$ cat src/rtl/reg_file_np2r1w.sv
// Parametrised register file: one synchronous write port, two combinational read ports,
// sticky per-register written mask, optional zero register. Define REGFILE_BYPASS_EN for write-through forwarding.
module reg_file_np2r1w #(
    parameter int unsigned       NUM_REGS  = 4,
    parameter int unsigned       DATA_W    = 32,
    parameter int unsigned       ADDR_W    = $clog2(NUM_REGS),
    parameter logic [DATA_W-1:0] RESET_VAL = {DATA_W{1'b0}},
    parameter bit                ZERO_REG  = 1'b0
) (
    input  logic                clk,
    input  logic                reset,
    input  logic                wr_en,
    input  logic [ADDR_W-1:0]   wr_addr,
    input  logic [DATA_W-1:0]   wr_data,
    input  logic [ADDR_W-1:0]   rd_addr0,
    output logic [DATA_W-1:0]   rd_data0,
    input  logic [ADDR_W-1:0]   rd_addr1,
    output logic [DATA_W-1:0]   rd_data1,
    output logic [NUM_REGS-1:0] written_mask
);

    localparam int unsigned NUM_RD = 2;

    logic [DATA_W-1:0]   regs [NUM_REGS];
    logic [NUM_REGS-1:0] wr_sel;
    logic [ADDR_W-1:0]   rd_addr [NUM_RD];

    assign rd_addr[0] = rd_addr0;
    assign rd_addr[1] = rd_addr1;

    // One-hot write select; a write to the zero register is dropped here so that
    // neither storage, mask nor forwarding ever sees it.
    always_comb begin
        // NOTE: every always_comb output gets a default first, so no path can infer a latch.
        wr_sel = '0;
        if (wr_en) begin
            wr_sel[wr_addr] = 1'b1;
        end
        if (ZERO_REG) begin
            wr_sel[0] = 1'b0;
        end
    end

    // NOTE: the register array is reset explicitly because its reset contents are
    // architecturally visible; a plain RAM macro could not offer this.
    always_ff @(posedge clk or posedge reset) begin
        if (reset) begin
            for (int i = 0; i < NUM_REGS; i++) begin
                // NOTE: non-blocking assignments for all clocked state, so every flop
                // samples pre-edge values regardless of process ordering.
                regs[i] <= RESET_VAL;
            end
        end else begin
            for (int i = 0; i < NUM_REGS; i++) begin
                if (wr_sel[i]) begin
                    regs[i] <= wr_data;
                end
            end
        end
    end

    // Sticky until reset: OR-ing in the select keeps rewritten bits at 1.
    always_ff @(posedge clk or posedge reset) begin
        if (reset) begin
            written_mask <= '0;
        end else begin
            written_mask <= written_mask | wr_sel;
        end
    end

    for (genvar p = 0; p < NUM_RD; p++) begin : g_rd
        logic [DATA_W-1:0] data;

        always_comb begin
            data = regs[rd_addr[p]];
            if (ZERO_REG && (rd_addr[p] == '0)) begin
                data = '0;
            end
`ifdef REGFILE_BYPASS_EN
            // wr_sel already excludes the zero register, so it is never forwarded.
            if (wr_sel[rd_addr[p]]) begin
                data = wr_data;
            end
`else
`endif
        end
    end

    assign rd_data0 = g_rd[0].data;
    assign rd_data1 = g_rd[1].data;

endmodule

$ cat config.mk
export PLATFORM = sky130hd
export DESIGN_NAME = reg_file_np2r1w
export DESIGN_NICKNAME = d
export VERILOG_FILES = /design/src/rtl/reg_file_np2r1w.sv
export SDC_FILE = /design/constraint.sdc
export NUM_CORES = 1
export LEC_CHECK = 0
export ABC_AREA = 1
export CAP_MARGIN = 10
export CORE_UTILIZATION = 56
export DETAILED_ROUTE_END_ITERATION = 8
export PLACE_DENSITY = 0.88
export REMOVE_ABC_BUFFERS = 1
export SLEW_MARGIN = 20
export SYNTH_ARGS = -nofsm -noshare
export SYNTH_HDL_FRONTEND = slang
export SYNTH_SLANG_ARGS = --single-unit
$ cat constraint.sdc
create_clock -name clk -period 6.14 [get_ports clk]
set_input_delay 1.228 -clock clk [delete_from_list [all_inputs] [get_ports clk]]
set_output_delay 1.228 -clock clk [all_outputs]
set_load 0.02 [all_outputs]
Yosys cells after proc, flatten, opt, wreduce, memory -nomap -nowiden. Cells that the tools add are included.

Order comparisons: 4. Muxes and demuxes: 9. Bitwise gates (word level): 3. Reductions and logical operators: 1.

Operator list (count): $bmux 32 s2 (2); $mux 32 (4); $ge 3x3->1 const B (2); $not 2->3 (2); $mux 4 (1); $or 4x4->4 (1); $lt 2x3->1 const B (1); $demux 1 s2 (1); $ge 2x1->1 const B (1); $logic_and 1x1->1 (1); $mux 1 (1).

Flip-flop bits (word level): 132. Input bits: 41. Output and inout port bits: 68. Logic and storage cells: 22.

Longest topological paths before layout.
Depth in word-level cells: 6. Gate-level depth with buffers: 6. Depth with buffers taken out: 4.

Worst setup path before layout. No wires, ideal clock.

Kind: input-to-output. From: in rd_addr0[1]. To: out rd_data0[10]. Data arrival time: 1.893 ns. Required time: 4.912 ns. Path slack: 3.019 ns. Cell stages on the path: 4. Cells stage by stage: buf_2 > clkbuf_1 > nand3_1 > nand2_1.

Cells in the longest elaborated chain, start to end: 4.

RTL lines: start, declared (RTL line 15) `input logic [ADDR_W-1:0] rd_addr0,`; $not 2->3 (implied by the code) (RTL line 75) `data = regs[rd_addr[p]];`; $bmux 32 s2 (RTL line 75); $mux 32 (implied by the code) (2 in series) (RTL line 75); end, declared (RTL line 16) `output logic [DATA_W-1:0] rd_data0,`.

No other way between the ends. The select of a mux whose other input is x is not followed.

Final worst setup path.
From: in rd_addr0[1]. To: out rd_data0[30].

Same word-level chain as after synthesis.

==> metrics.cfg <==
[die]
die_w_um = 120
die_height_um = 120
start_util = 0.583
rows = 42
io-pin-count = 109
core_area_um2 = 13500
die_area_um2 = 14500

[yosys]
syn_area_um2 = 7840
synth.distinct_cells = 16
avgSynthCellArea_um2 = 6.56
synth_ff_type = dfrtp_1
synth-seq-cells = 132
yosysWarnings = 0
yosysMostFrequentCell = nand2_1
yosys-top-cells-count = nand2_1, inv_1, nand3_1
yosysTopAreaCellShare = 0.421
syn_inst = 1196
yosys.area.top_type = dfrtp_1
seq_area_frac_synth = 0.421
synth-edff-count = 0
ys_async_sr_fraction = 1.00
synth_area_leaders = dfrtp_1, nand2_1, nand3_1, inv_1, nand4_1

[cts]
cts.sinks = 132
clock_latency_ns = 0.42
clockBufferDepth = 2
cts_buffers = 17
hold_buffers = 0
htreeDepth = 4
cts_tree = yes
cts_resized = 0
cts-root-buf = clkbuf_16
path_clk_slew_ns = 0.05
cts_setup_buffers = 0

[job]
drv_cap = 0

[pwr]
power_frac_comb = 0.257
p_sw_mw = 0.917
p_int_mw = 1.97
swShare = 0.318
cellPowerDensity_nw_per_um2 = 308
p_seq_frac = 0.374
leakage_nw = 5.29
clockPowerShare = 0.369
vdd_drop_max_v = 0.000226

[worst_setup_path]
cp_cell_sequence = clkdlybuf4s50_1 -> inv_1 -> buf_4 -> nand3_1 -> nand2_1 -> clkdlybuf4s50_1
endpoint_kind = output pin
worstSetupPathType = in2out
startpoint_type = input port
worst-endpoint-required_ns = 4.91
path_common_cell = clkdlybuf4s50_1
cp_max_fo = 20
crit_arrival_ns = 3.53
critical-path-slowest-cell = inv_1
cpPeakStageDelay_ns = 0.70

[sta]
rsz0062_at_grt = no
tightest_slew_ns = 0.969
final_max_slew_viol_count = 0
fmax_ghz = 0.210
slew_headroom = 0.352
totalNegativeSetupSlack_ns = 0
setup_viol = 0
hold_viol = 0
skew_ns = 0
min_period_ns = 4.76
fin_crit_sh = 0.775

[placement]
dp_hpwl_um = 12600
gp_congestion = 0.814
placed_area_um2 = 8750
io_buffers = 108

[global_routing]
grt_pass1_wl_um = 36100
grt-ovfl-total = 0
first_global_vias = 7427
grt_start_max_net_pins = 65
grtUsageTotal = 0.317
antenna_found_initial = 0

[route]
dr.pass1.iters = 6
wire_per_inst_um = 15.5
drtIter0Drc = 963
drc_errors = 0
avgViaCountPerCell = 5.55
num_vias = 7978
wl_um = 22300
antenna_left = 0

[finish]
antenna_cells = 0
final.fill_count = 1124
seq_area_um2 = 3300
fin_nets = 1289
drive_gt1_frac = 0.0436
syn_to_final_growth_pct = 19.4
multi_input_area_um2 = 3470
finish.instance_area_um2 = 9370

[worst_hold_path]
hold_path_class = reg2reg

[outcome]
status = complete, no violations

flip-flops by register name, summed over array words and instances, names as in the netlist:
signal        count
regs            128
written_mask      4
cell type report:
class | instances | area share
inverters | 171 | 0.0691
well taps | 176 | 0.0235
repair buffers | 117 | 0.120
clock buffers | 21 | 0.0481
flip-flops and latches | 132 | 0.353
clock inverters | 11 | 0.0168
multi-input cells | 809 | 0.370
through the flow:
stage / cells / setup WS (ns) / total power [mW] / hold WS (ns) / util
floorplan: 1112 / 1.39 / 1.51 / 0.442 / -
global placement: 1405 / 1.47 / 1.80 / 0.449 / 0.651
detailed placement: 1405 / 1.44 / 1.82 / 0.450 / 0.651
CTS: 1437 / 1.44 / 2.88 / 0.464 / 0.696
global route: 1437 / 1.28 / 3.02 / 0.487 / 0.696
finish: 1437 / 1.38 / 2.89 / 0.459 / 0.696
kinds of logic (layout without fill, tap and decap cells):
group | after synthesis | after routing | share of synthesized area
buf+inv | 255 | 320 | 0.137
simple gates | 777 | 777 | 0.422
compound gates | 32 | 32 | 0.0204
flops | 132 | 132 | 0.421
final timing paths:
check                                start         endpoint  slack [ns]  cells after the start
max                            rd_addr0[1]     rd_data0[30]        1.38                      6
min in group asynchronous            reset         regs[37]        1.20                      2
max reg2reg                       regs[11]         regs[11]        5.43                      2
max in group asynchronous            reset        regs[117]        3.82                      3
min reg2reg                written_mask[1]  written_mask[1]        0.46                      2
min                        written_mask[1]  written_mask[1]        0.46                      2
worst max-delay path, delay by kind of cell:
kind | cells | cell delay (ns)
buffers and inverters | 4 | 2.08
and+or+nand+nor | 2 | 0.21
placed cells by master (no fill, tap or decap):
master / count
clkbuf_16: 17
nand3_1: 160
buf_4: 10
buf_2: 5
clkinvlp_4: 1
inv_1: 165
nand2_1: 548
clkbuf_8: 1
clkbuf_1: 3
nand2_2: 1
inv_4: 1
nand4_1: 64
dfrtp_1: 132
o21ai_1: 32
inv_2: 3
clkinv_2: 8
clkdlybuf4s50_1: 102
nand3_2: 3
bufinv_16: 4
nor2_4: 1
power by group through the flow:
stage / registers (mW) / clock network, mW / logic (mW)
2_1_floorplan: 1.07 / 0 / 0.443
3_3_place_gp: 1.09 / 0 / 0.712
3_5_place_dp: 1.09 / 0 / 0.732
4_1_cts: 1.08 / 1.06 / 0.738
5_1_grt: 1.10 / 1.10 / 0.824
6_report: 1.08 / 1.07 / 0.742
routing by layer:
layer	wire length, um	track usage	up-vias	part of all wire
met5	0	0	-	0
met4	484	0.141	0	0.022
met3	2070	0.0580	44	0.093
met2	10700	0.511	445	0.48
met1	9100	0.419	3694	0.41
li1	-	-	3795	-
No activity file was read; power rests on OpenSTA's default activity.
